**config.mk**
```make
export PLATFORM = sky130hd
export DESIGN_NAME = gtwizard_qpll_reset_seq_flat
export DESIGN_NICKNAME = d
export VERILOG_FILES = /design/src/rtl/gtwizard_qpll_reset_seq_if.sv /design/src/rtl/gtwizard_qpll_reset_seq.sv /design/src/flat_wrapper.sv
export SDC_FILE = /design/constraint.sdc
export NUM_CORES = 1
export LEC_CHECK = 0
export ABC_AREA = 1
export BUFFER_PORTS_ARGS = -buffer_cell sky130_fd_sc_hd__buf_2
export CAP_MARGIN = 20
export CORE_ASPECT_RATIO = 1.4
export CORE_UTILIZATION = 35
export CTS_BUF_LIST = sky130_fd_sc_hd__clkbuf_8
export CTS_CLUSTER_DIAMETER = 50
export CTS_CLUSTER_SIZE = 12
export DETAILED_ROUTE_END_ITERATION = 16
export RECOVER_POWER = 50
export SLEW_MARGIN = 20
export SYNTH_ARGS = -nofsm -noshare
export SYNTH_HDL_FRONTEND = slang
export SYNTH_SLANG_ARGS = --single-unit
```
**constraint.sdc**
```tcl
create_clock -name SYSCLK_IN -period 2.77 [get_ports SYSCLK_IN]
set_clock_uncertainty 0.1 [all_clocks]
set_input_delay 0.1385 -clock SYSCLK_IN [delete_from_list [all_inputs] [get_ports SYSCLK_IN]]
set_output_delay 0.1385 -clock SYSCLK_IN [all_outputs]
set_load 0.1 [all_outputs]
```
**src/rtl/gtwizard_qpll_reset_seq_if.sv**
```systemverilog
// Bundle of the QPLL-facing and status signals of the QPLL reset/lock sequencer.
// The sequencer takes the master view; whoever instantiates it (wrapper or test
// environment) takes the slave view.
interface gtwizard_qpll_reset_seq_if;
    logic       QPLLLOCK_IN;
    logic       QPLLREFCLKLOST_IN;
    logic       RESTART_IN;
    logic       QPLLRESET_OUT;
    logic       QPLL_READY_OUT;
    logic       FAIL_OUT;
    logic [3:0] RETRY_COUNT_OUT;
    logic [2:0] STATE_OUT;

    modport master (
        input  QPLLLOCK_IN,
        input  QPLLREFCLKLOST_IN,
        input  RESTART_IN,
        output QPLLRESET_OUT,
        output QPLL_READY_OUT,
        output FAIL_OUT,
        output RETRY_COUNT_OUT,
        output STATE_OUT
    );

    modport slave (
        output QPLLLOCK_IN,
        output QPLLREFCLKLOST_IN,
        output RESTART_IN,
        input  QPLLRESET_OUT,
        input  QPLL_READY_OUT,
        input  FAIL_OUT,
        input  RETRY_COUNT_OUT,
        input  STATE_OUT
    );
endinterface

```
**src/rtl/gtwizard_qpll_reset_seq.sv**
```systemverilog
// QPLL common-block reset/lock sequencer: power-up wait, fixed-width QPLLRESET
// pulse, lock qualification with timeout/retry, loss-of-lock recovery and a
// sticky failure flag. Lock and refclk-lost are asynchronous to SYSCLK_IN and
// are only used after a two-flop synchronizer.
module gtwizard_qpll_reset_seq #(
    parameter int unsigned INIT_WAIT_CYCLES    = 50,
    parameter int unsigned RESET_HOLD_CYCLES   = 8,
    parameter int unsigned LOCK_TIMEOUT_CYCLES = 100000,
    parameter int unsigned LOCK_STABLE_CYCLES  = 16,
    parameter int unsigned MAX_RETRIES         = 7
) (
    input  logic                              SYSCLK_IN,
    input  logic                              RESET_N_IN,
    gtwizard_qpll_reset_seq_if.master         qpll
);

    typedef enum logic [2:0] {
        S_INIT_WAIT  = 3'd0,
        S_ASSERT_RST = 3'd1,
        S_WAIT_LOCK  = 3'd2,
        S_READY      = 3'd3,
        S_FAILED     = 3'd4
    } state_t;

    // Terminal counts, pre-sized to the counter widths.
    localparam logic [23:0] INIT_LAST    = 24'(INIT_WAIT_CYCLES - 1);
    localparam logic [23:0] HOLD_LAST    = 24'(RESET_HOLD_CYCLES - 1);
    localparam logic [23:0] TIMEOUT_LAST = 24'(LOCK_TIMEOUT_CYCLES - 1);
    localparam logic [7:0]  STABLE_LAST  = 8'(LOCK_STABLE_CYCLES - 1);
    localparam logic [3:0]  RETRY_LIMIT  = 4'(MAX_RETRIES);

    state_t      state;
    state_t      state_nxt;
    logic [23:0] cnt;
    logic [23:0] cnt_nxt;
    logic [7:0]  stab;
    logic [7:0]  stab_nxt;
    logic [3:0]  retry;
    logic [3:0]  retry_nxt;

    logic        lock_p0;
    logic        lock_p1;
    logic        lost_p0;
    logic        lost_p1;
    logic        lock_s;
    logic        lost_s;

    logic        qpllreset_r;
    logic        ready_r;
    logic        fail_r;

    assign lock_s = lock_p1;
    assign lost_s = lost_p1;

    // Two-flop synchronizers for the asynchronous QPLL status inputs.
    always_ff @(posedge SYSCLK_IN) begin
        if (!RESET_N_IN) begin
            lock_p0 <= 1'b0;
            lock_p1 <= 1'b0;
            lost_p0 <= 1'b0;
            lost_p1 <= 1'b0;
        end else begin
            lock_p0 <= qpll.QPLLLOCK_IN;
            lock_p1 <= lock_p0;
            lost_p0 <= qpll.QPLLREFCLKLOST_IN;
            lost_p1 <= lost_p0;
        end
    end

    // Next-state, counter and retry logic; RESTART_IN overrides every transition.
    always_comb begin
        state_nxt = state;
        cnt_nxt   = cnt + 24'd1;
        stab_nxt  = 8'd0;
        retry_nxt = retry;

        case (state)
            S_INIT_WAIT: begin
                if (lost_s) begin
                    cnt_nxt = 24'd0;
                end else if (cnt == INIT_LAST) begin
                    state_nxt = S_ASSERT_RST;
                end
            end
            S_ASSERT_RST: begin
                if (cnt == HOLD_LAST) begin
                    state_nxt = S_WAIT_LOCK;
                end
            end
            S_WAIT_LOCK: begin
                stab_nxt = lock_s ? stab + 8'd1 : 8'd0;
                // A lock qualifying on the same cycle as the timeout wins.
                if (lock_s && (stab == STABLE_LAST)) begin
                    state_nxt = S_READY;
                    retry_nxt = 4'd0;
                end else if ((cnt == TIMEOUT_LAST) || lost_s) begin
                    if (retry == RETRY_LIMIT) begin
                        state_nxt = S_FAILED;
                    end else begin
                        state_nxt = S_ASSERT_RST;
                        retry_nxt = (retry == 4'hF) ? retry : retry + 4'd1;
                    end
                end
            end
            S_READY: begin
                cnt_nxt = cnt;
                if (!lock_s || lost_s) begin
                    state_nxt = S_ASSERT_RST;
                end
            end
            S_FAILED: begin
                cnt_nxt = cnt;
            end
            default: begin
                state_nxt = S_INIT_WAIT;
            end
        endcase

        if (qpll.RESTART_IN) begin
            state_nxt = S_ASSERT_RST;
            retry_nxt = 4'd0;
        end

        // Every state entry (including a restart re-entering ASSERT_RST) starts a fresh count.
        if ((state_nxt != state) || qpll.RESTART_IN) begin
            cnt_nxt = 24'd0;
        end
        if (state_nxt != S_WAIT_LOCK) begin
            stab_nxt = 8'd0;
        end
    end

    // State/counter registers and outputs decoded from the next state so they are glitch-free.
    always_ff @(posedge SYSCLK_IN) begin
        if (!RESET_N_IN) begin
            state       <= S_INIT_WAIT;
            cnt         <= 24'd0;
            stab        <= 8'd0;
            retry       <= 4'd0;
            qpllreset_r <= 1'b1;
            ready_r     <= 1'b0;
            fail_r      <= 1'b0;
        end else begin
            state       <= state_nxt;
            cnt         <= cnt_nxt;
            stab        <= stab_nxt;
            retry       <= retry_nxt;
            qpllreset_r <= (state_nxt == S_INIT_WAIT) || (state_nxt == S_ASSERT_RST) ||
                           (state_nxt == S_FAILED);
            ready_r     <= (state_nxt == S_READY);
            fail_r      <= (state_nxt == S_FAILED);
        end
    end

    assign qpll.QPLLRESET_OUT   = qpllreset_r;
    assign qpll.QPLL_READY_OUT  = ready_r;
    assign qpll.FAIL_OUT        = fail_r;
    assign qpll.RETRY_COUNT_OUT = retry;
    assign qpll.STATE_OUT       = state;

endmodule

```
**src/flat_wrapper.sv**
```systemverilog
// flat-port wrapper written by rule: the top's interface ports become plain ports
module gtwizard_qpll_reset_seq_flat 
#(
    parameter int unsigned INIT_WAIT_CYCLES    = 50,
    parameter int unsigned RESET_HOLD_CYCLES   = 8,
    parameter int unsigned LOCK_TIMEOUT_CYCLES = 100000,
    parameter int unsigned LOCK_STABLE_CYCLES  = 16,
    parameter int unsigned MAX_RETRIES         = 7
)
  (SYSCLK_IN, RESET_N_IN, qpll_QPLLLOCK_IN, qpll_QPLLREFCLKLOST_IN, qpll_RESTART_IN, qpll_QPLLRESET_OUT, qpll_QPLL_READY_OUT, qpll_FAIL_OUT, qpll_RETRY_COUNT_OUT, qpll_STATE_OUT);
  gtwizard_qpll_reset_seq_if qpll_i ();
  input  logic SYSCLK_IN;
  input  logic RESET_N_IN;
  input wire logic [$bits(qpll_i.QPLLLOCK_IN)-1:0] qpll_QPLLLOCK_IN;
  input wire logic [$bits(qpll_i.QPLLREFCLKLOST_IN)-1:0] qpll_QPLLREFCLKLOST_IN;
  input wire logic [$bits(qpll_i.RESTART_IN)-1:0] qpll_RESTART_IN;
  output wire logic [$bits(qpll_i.QPLLRESET_OUT)-1:0] qpll_QPLLRESET_OUT;
  output wire logic [$bits(qpll_i.QPLL_READY_OUT)-1:0] qpll_QPLL_READY_OUT;
  output wire logic [$bits(qpll_i.FAIL_OUT)-1:0] qpll_FAIL_OUT;
  output wire logic [$bits(qpll_i.RETRY_COUNT_OUT)-1:0] qpll_RETRY_COUNT_OUT;
  output wire logic [$bits(qpll_i.STATE_OUT)-1:0] qpll_STATE_OUT;
  assign qpll_i.QPLLLOCK_IN = qpll_QPLLLOCK_IN;
  assign qpll_i.QPLLREFCLKLOST_IN = qpll_QPLLREFCLKLOST_IN;
  assign qpll_i.RESTART_IN = qpll_RESTART_IN;
  assign qpll_QPLLRESET_OUT = qpll_i.QPLLRESET_OUT;
  assign qpll_QPLL_READY_OUT = qpll_i.QPLL_READY_OUT;
  assign qpll_FAIL_OUT = qpll_i.FAIL_OUT;
  assign qpll_RETRY_COUNT_OUT = qpll_i.RETRY_COUNT_OUT;
  assign qpll_STATE_OUT = qpll_i.STATE_OUT;
  gtwizard_qpll_reset_seq #(.INIT_WAIT_CYCLES(INIT_WAIT_CYCLES), .RESET_HOLD_CYCLES(RESET_HOLD_CYCLES), .LOCK_TIMEOUT_CYCLES(LOCK_TIMEOUT_CYCLES), .LOCK_STABLE_CYCLES(LOCK_STABLE_CYCLES), .MAX_RETRIES(MAX_RETRIES)) u_core (.SYSCLK_IN(SYSCLK_IN), .RESET_N_IN(RESET_N_IN), .qpll(qpll_i));
endmodule
```
==> impl_metrics.env, run 1 <==
export IMPL_yosysMostFrequentCell="sky130_fd_sc_hd__nand2_1"
export IMPL_cts_tree="yes"
export IMPL_start_kind="register"
export IMPL_die_width_um=72.9
export IMPL_post_cts_setup_buffer_count=0
export IMPL_critPathArrivalTime_ns=2.29
export IMPL_syn_cell_area_sq_um=2460
export IMPL_tightest_slew_ns=1.17
export IMPL_ctsResizeCount=0
export IMPL_n_fill_cell=745
export IMPL_ant_nets=0
export IMPL_hold_ws_ns=0.322
export IMPL_most_instantiated_flip_flop_cell_in_the_synthesis_netlist="sky130_fd_sc_hd__dfxtp_1"
export IMPL_critical_path_cell_chain="ha_1 > nand2_1 > inv_1 > nand2_1 > nor2_1 > nand3_1 > nand2_1 > nand2_1 > o21ai_0 > inv_1 > a21oi_1 > nor2_1"
export IMPL_clkSlewWorstSetupHoldPaths_ns=0.10
export IMPL_finalCritPeriodShare_pct=79.0
export IMPL_hold_class="reg -> reg"
export IMPL_globalRouteTotalUtil_pct=16.9
export IMPL_maxSlewViolCount=0
export IMPL_top_level_ports=15
export IMPL_netlist_top_cell_by_area="sky130_fd_sc_hd__dfxtp_1"
export IMPL_synth_edff_count=0
export IMPL_initial_antenna_violation_count=0
export IMPL_drv_cap=0
export IMPL_worst_path_max_delay_cell="sky130_fd_sc_hd__o21ai_0"
export IMPL_drive_above_1_share_pct=6.08
export IMPL_max_freq_mhz=457
export IMPL_antenna_cells=0
export IMPL_layout_nets=403
export IMPL_clock_root_buffer="sky130_fd_sc_hd__clkbuf_8"
export IMPL_gp_routability_congestion=0.784
export IMPL_via_count_of_the_routed_design=2338
export IMPL_timing_final_ws_setup_ns=0.583
export IMPL_numClockSinks=46
export IMPL_slew_headroom_pct=22.2
export IMPL_htree_depth=2
export IMPL_ys_async_sr_fraction_pct=0
export IMPL_die_area_sq_um=7380
export IMPL_grt_setup_unrepaired="false"
export IMPL_synth_ff_latch_count=46
export IMPL_area_growth_synth_to_final_pct=11.9
export IMPL_yosysUniqueCellTypes=30
export IMPL_post_detailed_routing_wire_length_mm=5.68
export IMPL_placedInstanceArea_sq_um=2630
export IMPL_layout_cell_area_non_filler_sq_um=2760
export IMPL_clock_insertion_delay_worst_skew_ns=0.30
export IMPL_yosysTopAreaCellShare_pct=37.4
export IMPL_grt_overflow_total=0
export IMPL_drt_wl_cell_um=11.7
export IMPL_timing_final_hold_violations=0
export IMPL_report_final_setup_viol=0
export IMPL_place_hpwl_mm=4.34
export IMPL_grt_pass1_vias=2269
export IMPL_clock_tree_buffer_depth=2
export IMPL_seq_area_frac_synth_pct=37.4
export IMPL_worst_setup_path_type="reg -> reg"
export IMPL_timing_critical_path_max_delay_family="simple AND/OR/NAND/NOR gates"
export IMPL_synth_area_per_cell_sq_um=6.66
export IMPL_drt_initial_drc_count=92
export IMPL_hold_buffers=6
export IMPL_power_density_nw_per_um2=424
export IMPL_post_synth_inst_count=370
export IMPL_maximum_number_of_pins_on_one_net_before_global_route_repair=25
export IMPL_initial_utilization_pct=36.8
export IMPL_synthesis_nets=379
export IMPL_cp_required_ns=2.87
export IMPL_core_area_sq_um=6700
export IMPL_combined_buffer_and_inverter_count_along_the_critical_path=2
export IMPL_p_leak_nw=1.13
export IMPL_timing_setup_tns_ns=0
export IMPL_run_status="completed"
export IMPL_vdd_drop_max_v=0.000321
export IMPL_timing_critical_path_slowest_cell_delay_ns=0.42
export IMPL_portBuffers=14
export IMPL_dieHeight_um=101
export IMPL_grt_pass1_wl_mm=9.87
export IMPL_hold_path_cell_count=2
export IMPL_critical_path_most_common_cell="sky130_fd_sc_hd__nand2_1"
export IMPL_cts_inserted_buffers=5
export IMPL_placement_setup_worst_slack_ns=0.608
export IMPL_route_detailed_vias_per_inst=4.80
export IMPL_period_minus_slack_ns=2.19
export IMPL_remaining_drc_errors=0
export IMPL_drt_pass1_iter_count=4
export IMPL_worst_r2r_path_depth=12
export IMPL_yosys_top_cells_area="sky130_fd_sc_hd__dfxtp_1 37%, sky130_fd_sc_hd__nand2_1 13%, sky130_fd_sc_hd__nor2_1 12%, sky130_fd_sc_hd__inv_1 6.7%, sky130_fd_sc_hd__nand3_1 6.7%"
export IMPL_yosysWarningCount=0
export IMPL_critical_path_endpoint_type="register"
export IMPL_synth_top_cells_by_count="83 x sky130_fd_sc_hd__nand2_1, 76 x sky130_fd_sc_hd__nor2_1, 46 x sky130_fd_sc_hd__dfxtp_1"
export IMPL_critical_path_cell_count=12
export IMPL_cp_max_fanout=5
export IMPL_rows=35
## cell families (layout without fill, tap and decap cells)
| group | after synthesis | in the layout | synth area share, % |
|---|---|---|---|
| and+or+nand+nor | 229 | 229 | 41.4 |
| buffers and inverters | 50 | 75 | 8.33 |
| DFF | 46 | 46 | 37.4 |
| AOI/OAI and AO/OA | 33 | 33 | 7.97 |
| xor gates and xnor gates | 8 | 8 | 2.84 |
| adders and majority gates | 4 | 4 | 2.03 |
## metal layers
metal	part of all wire (%)	wire [um]	up-vias	GRT usage, %
met5	0	0	-	0
met4	2.0	112	0	5.88
met3	2.2	123	12	2.99
met2	53	3010	28	32.5
met1	43	2430	1067	18.2
li1	-	-	1231	-
## flip-flops by register name (all words and copies together), names as in the netlist
| signal | flops |
|---|---|
| u_core.lost_p0 | 1 |
| u_core.qpll.STATE_OUT | 3 |
| u_core.qpll.QPLL_READY_OUT | 1 |
| u_core.lock_p0 | 1 |
| u_core.lock_p1 | 1 |
| u_core.cnt | 24 |
| u_core.qpll.RETRY_COUNT_OUT | 4 |
| u_core.qpll.FAIL_OUT | 1 |
| u_core.qpll.QPLLRESET_OUT | 1 |
| u_core.lost_p1 | 1 |
| u_core.stab | 8 |
## cells in the final DEF (no fill, tap or decap)
master,instances
sky130_fd_sc_hd__o21bai_1,4
sky130_fd_sc_hd__nor2_2,4
sky130_fd_sc_hd__clkbuf_1,12
sky130_fd_sc_hd__xor2_1,4
sky130_fd_sc_hd__nor2_1,76
sky130_fd_sc_hd__o211ai_1,2
sky130_fd_sc_hd__clkbuf_8,5
sky130_fd_sc_hd__nor3_1,13
sky130_fd_sc_hd__dlygate4sd3_1,6
sky130_fd_sc_hd__nand3_4,2
sky130_fd_sc_hd__a21oi_1,8
sky130_fd_sc_hd__nand3b_1,1
sky130_fd_sc_hd__buf_4,1
sky130_fd_sc_hd__nand3_1,34
sky130_fd_sc_hd__nor3_4,1
sky130_fd_sc_hd__dfxtp_1,46
sky130_fd_sc_hd__ha_1,4
sky130_fd_sc_hd__clkinvlp_4,1
sky130_fd_sc_hd__a31oi_1,2
sky130_fd_sc_hd__xnor2_1,4
sky130_fd_sc_hd__or2_2,3
sky130_fd_sc_hd__o21ai_0,13
sky130_fd_sc_hd__nor3b_1,2
sky130_fd_sc_hd__inv_2,1
sky130_fd_sc_hd__inv_6,1
sky130_fd_sc_hd__buf_2,3
sky130_fd_sc_hd__inv_8,1
sky130_fd_sc_hd__nand2_1,83
sky130_fd_sc_hd__inv_1,44
sky130_fd_sc_hd__nor3_2,1
sky130_fd_sc_hd__a211oi_1,2
sky130_fd_sc_hd__a21o_1,2
sky130_fd_sc_hd__nand4_1,9
## path summary, 6_finish.rpt
| kind | from | end | slack [ns] |
|---|---|---|---|
| setup / recovery | u_core.cnt[0] | u_core.qpll.RETRY_COUNT_OUT[1] | 0.58 |
| hold / removal | u_core.lock_p0 | u_core.lock_p1 | 0.32 |
| setup reg to reg | u_core.cnt[0] | u_core.qpll.RETRY_COUNT_OUT[1] | 0.58 |
| hold reg to reg | u_core.lock_p0 | u_core.lock_p1 | 0.32 |
## layout make-up
| class | count | area, sq um | area share [%] |
|---|---|---|---|
| timing repair buffer | 22 | 128 | 4.63 |
| inverter | 45 | 169 | 6.13 |
| sequential | 46 | 921 | 33.4 |
| clock buffer | 5 | 68.8 | 2.50 |
| tap | 92 | 115 | 4.17 |
| clock inverter | 3 | 27.5 | 0.998 |
| multi-input combinational | 274 | 1330 | 48.2 |
## power breakdown
group	switching [mW]	internal (mW)
sequential	0.00513	0.666
clock	0.254	0.187
combinational	0.0395	0.0189
## through the flow
step | utilization [%] | power, mW | cells
6_report | 41.2 | 1.17 | 487
5_1_grt | 41.2 | 1.23 | 487
4_1_cts | 41.6 | 1.19 | 487
3_5_place_dp | 39.2 | 0.740 | 473
3_3_place_gp | 39.2 | 0.739 | 473
2_1_floorplan | - | 0.726 | 370
## tightest hold or removal path, cell delays in order, from the launching register on
cell and delay (ns):
sky130_fd_sc_hd__dfxtp_1 0.32, sky130_fd_sc_hd__nand2_1 0.05, sky130_fd_sc_hd__inv_1 0.04
Power figures use the tool's default switching activity.
==> inputs of run 2 (changes only) <==
--- a/config.mk
+++ b/config.mk
@@ -5,7 +5,7 @@
 export SDC_FILE = /design/constraint.sdc
 export NUM_CORES = 1
 export LEC_CHECK = 0
-export ABC_AREA = 1
+export ABC_AREA = 0
 export BUFFER_PORTS_ARGS = -buffer_cell sky130_fd_sc_hd__buf_2
 export CAP_MARGIN = 20
 export CORE_ASPECT_RATIO = 1.4
==> constraint.sdc (replaced) <==
create_clock -name SYSCLK_IN -period 1.89 [get_ports SYSCLK_IN]
set_clock_uncertainty 0.1 [all_clocks]
set_input_delay 0.0945 -clock SYSCLK_IN [delete_from_list [all_inputs] [get_ports SYSCLK_IN]]
set_output_delay 0.0945 -clock SYSCLK_IN [all_outputs]
set_load 0.1 [all_outputs]
==> impl_metrics.env, run 2 <==
export IMPL_run_status="finished, violations left"
export IMPL_failed_checks="negative setup slack"
export IMPL_post_synth_inst_count=270
export IMPL_drv_cap=0
export IMPL_worst_setup_path_startpoint="u_core.cnt[21]"
export IMPL_maxSlewViolCount=0
export IMPL_cts_tree="yes"
export IMPL_initial_utilization_pct=36.0
export IMPL_ys_async_sr_fraction_pct=0
export IMPL_grt_overflow_total=0
export IMPL_yosys_top_cells_area="sky130_fd_sc_hd__dfxtp_1 39%, sky130_fd_sc_hd__nor4_1 6.6%, sky130_fd_sc_hd__xor2_1 6.3%, sky130_fd_sc_hd__xnor2_1 4.4%, sky130_fd_sc_hd__nand3_1 4.0%"
export IMPL_numClockSinks=46
export IMPL_most_instantiated_flip_flop_cell_in_the_synthesis_netlist="sky130_fd_sc_hd__dfxtp_1"
export IMPL_initial_antenna_violation_count=0
export IMPL_worst_setup_path_type="reg -> reg"
export IMPL_power_density_nw_per_um2=514
export IMPL_synth_fa_ha_area_share_pct=2.12
export IMPL_max_reg_flops=24
export IMPL_vdd_drop_max_v=0.000285
export IMPL_clock_tree_buffer_depth=2
export IMPL_mostFrequentLayoutCell="sky130_fd_sc_hd__buf_4"
export IMPL_critPathArrivalTime_ns=2.56
export IMPL_registers_top_by_ff_count="u_core.cnt"
export IMPL_period_minus_slack_ns=2.42
export IMPL_start_kind="register"
export IMPL_top_level_ports=15
export IMPL_hold_ws_ns=0.121
export IMPL_seq_area_frac_synth_pct=38.9
export IMPL_yosysUniqueCellTypes=45
export IMPL_critical_path_cell_chain="nor4_4 > nand2_2 > or4_1 > a31o_1 > or4b_4 > nor3_2"
export IMPL_r2r_slack_ns=-0.53
export IMPL_p_leak_nw=1.45
export IMPL_max_freq_mhz=413
export IMPL_grt_pass1_wl_mm=11.7
export IMPL_place_hpwl_mm=4.79
export IMPL_post_detailed_routing_wire_length_mm=6.96
export IMPL_dominant_combinational_cell_family_by_area_after_synthesis="simple AND/OR/NAND/NOR gates"
export IMPL_cts_inserted_buffers=5
export IMPL_ant_nets=0
export IMPL_die_area_sq_um=7100
export IMPL_tightest_slew_ns=0.538
export IMPL_yosysMostFrequentCell="sky130_fd_sc_hd__dfxtp_1"
export IMPL_worst_path_max_delay_cell="sky130_fd_sc_hd__or4b_4"
export IMPL_drt_pass1_iter_count=4
export IMPL_power_switching_uw=469
export IMPL_area_growth_synth_to_final_pct=58.8
export IMPL_hold_path_endpoint="u_core.qpll.QPLL_READY_OUT"
export IMPL_finalCritPeriodShare_pct=128
export IMPL_via_count_of_the_routed_design=2407
export IMPL_grt_setup_unrepaired="true"
export IMPL_synth_mux_area_share_pct=0.476
export IMPL_clkSlewWorstSetupHoldPaths_ns=0.10
export IMPL_worst_r2r_path_depth=6
export IMPL_pwr_share_clk_pct=39.6
export IMPL_holdCritStartpoint="qpll_RESTART_IN"
export IMPL_synth_edff_count=0
export IMPL_synth_top_cells_by_count="46 x sky130_fd_sc_hd__dfxtp_1, 25 x sky130_fd_sc_hd__nor4_1, 20 x sky130_fd_sc_hd__nor2_1"
export IMPL_layout_nets=389
export IMPL_portBuffers=14
export IMPL_die_width_um=71.5
export IMPL_timing_rr_start="u_core.cnt[21]"
export IMPL_n_fill_cell=577
export IMPL_synth_area_per_cell_sq_um=8.76
export IMPL_core_area_sq_um=6570
export IMPL_timing_final_hold_violations=0
export IMPL_timing_rr_end="u_core.stab[0]"
export IMPL_yosysTopAreaCellShare_pct=38.9
export IMPL_drive_above_1_share_pct=50.1
export IMPL_share_seq_of_total_power_pct=50.6
export IMPL_cp_required_ns=2.03
export IMPL_htree_depth=2
export IMPL_globalRouteTotalUtil_pct=21.2
export IMPL_hold_path_cell_count=4
export IMPL_rows=35
export IMPL_share_comb_of_total_power_pct=9.8
export IMPL_critical_path_endpoint_type="register"
export IMPL_synth_compound_area_share_pct=7.03
export IMPL_internal_power_mw=1.46
export IMPL_grt_pass1_vias=2540
export IMPL_synthesis_nets=279
export IMPL_maximum_number_of_pins_on_one_net_before_global_route_repair=25
export IMPL_drt_initial_drc_count=73
export IMPL_clock_insertion_delay_worst_skew_ns=0.31
export IMPL_placement_setup_worst_slack_ns=-0.635
export IMPL_layout_cells_most_common_list="86 x sky130_fd_sc_hd__buf_4, 33 x sky130_fd_sc_hd__dfxtp_1, 18 x sky130_fd_sc_hd__nor2_1"
export IMPL_power_switching_fraction_pct=24.3
export IMPL_clock_root_buffer="sky130_fd_sc_hd__clkbuf_8"
export IMPL_synth_simple_gate_area_share_pct=37.4
export IMPL_synth_ff_latch_count=46
export IMPL_drt_wl_cell_um=15.3
export IMPL_netlist_top_cell_by_area="sky130_fd_sc_hd__dfxtp_1"
export IMPL_syn_cell_area_sq_um=2370
export IMPL_gp_routability_congestion=0.854
export IMPL_dieHeight_um=99.3
export IMPL_antenna_cells=0
export IMPL_cp_max_fanout=8
export IMPL_slew_headroom_pct=64.3
export IMPL_report_final_setup_viol=36
export IMPL_remaining_drc_errors=0
export IMPL_timing_final_ws_setup_ns=-0.529
export IMPL_yosysWarningCount=0
export IMPL_xor_xnor_share_of_the_synthesized_area_pct=10.7
export IMPL_hold_class="in -> reg"
export IMPL_timing_critical_path_slowest_cell_delay_ns=0.58
export IMPL_route_detailed_vias_per_inst=5.29
## run 2: changes by cell type after synthesis, moves of 5 or more
cell	previous run	this run
sky130_fd_sc_hd__nor2_1	76	20
sky130_fd_sc_hd__xor2_1	4	17
sky130_fd_sc_hd__nor4_1	0	25
sky130_fd_sc_hd__and3_1	0	6
sky130_fd_sc_hd__nor3_2	1	7
sky130_fd_sc_hd__nand3_1	33	19
sky130_fd_sc_hd__xnor2_1	4	12
sky130_fd_sc_hd__nand2_1	83	13
sky130_fd_sc_hd__inv_1	44	8
sky130_fd_sc_hd__o21ai_0	12	7
sky130_fd_sc_hd__clkbuf_1	1	10
sky130_fd_sc_hd__and2_1	0	5
## run 2: stage by stage
stage	util [%]	std cells	TNS, ns	power (mW)	cell area (sq um)
floorplan	-	270	-9.81	1.08	2580
global placement	50.3	433	-14.25	1.13	3310
detailed placement	50.3	433	-15.23	1.13	3310
CTS	57.0	456	-14.32	1.98	3740
global route	57.2	455	-16.44	2.00	3760
finish	57.2	455	-13.09	1.93	3760
## run 2: worst max-delay path, delay by kind of cell, from the launching register on
| kind | cells | cell delay [ns] |
|---|---|---|
| AO/OA/AOI/OAI | 1 | 0.24 |
| flip-flops | 1 | 0.35 |
| AND/OR/NAND/NOR | 5 | 1.67 |
## run 2: cell families (layout without fill, tap and decap cells)
group	after synthesis	after routing
fa+ha+maj	4	4
buf+inv	19	130
xor+xnor	29	29
compound gates	27	27
mux	1	1
flops	46	46
simple gates	144	144
## run 2: layer usage
layer  track usage, %  vias to the layer above  routed length (um)
met4             12.1                        0                 325
li1                 -                     1202                   -
met2             39.8                       43                3790
met1             22.2                     1136                2690
met5                0                        -                   0
met3             3.14                       26                 148
## run 2: layout make-up
cell class	count	area (sq um)	share of cell area [%]
Multi-Input combinational cell	205	1660	44.2
Tap cell	74	92.6	2.47
Inverter	8	30.0	0.799
Timing Repair Buffer	114	907	24.2
Clock buffer	5	68.8	1.83
Clock inverter	3	48.8	1.30
Sequential cell	46	950	25.3
## run 2: how the worst max path moves through the flow
stage,to,slack (ns),depth (start not counted)
floorplan,u_core.stab[0],-0.57,7
global placement,u_core.stab[0],-0.59,7
detailed placement,u_core.stab[0],-0.64,7
CTS,u_core.stab[0],-0.57,7
global route,u_core.stab[0],-0.62,7
finish,u_core.stab[0],-0.53,6
## run 2: repair_timing
item                       in CTS  in global routing
hold endpoints to repair        5                  0
cloned                          3                  0
pin swaps                      19                  5
buffers inserted                8                  3
resized for setup              31                 17
hold buffers                    5                  0
setup endpoints to repair      37                 40
## run 2: power groups by stage
stage	Combinational [mW]	Clock (mW)	Sequential [mW]
finish	0.190	0.764	0.977
global route	0.203	0.824	0.978
CTS	0.208	0.791	0.976
detailed placement	0.127	0	0.999
global placement	0.127	0	0.999
floorplan	0.0720	0	1.01
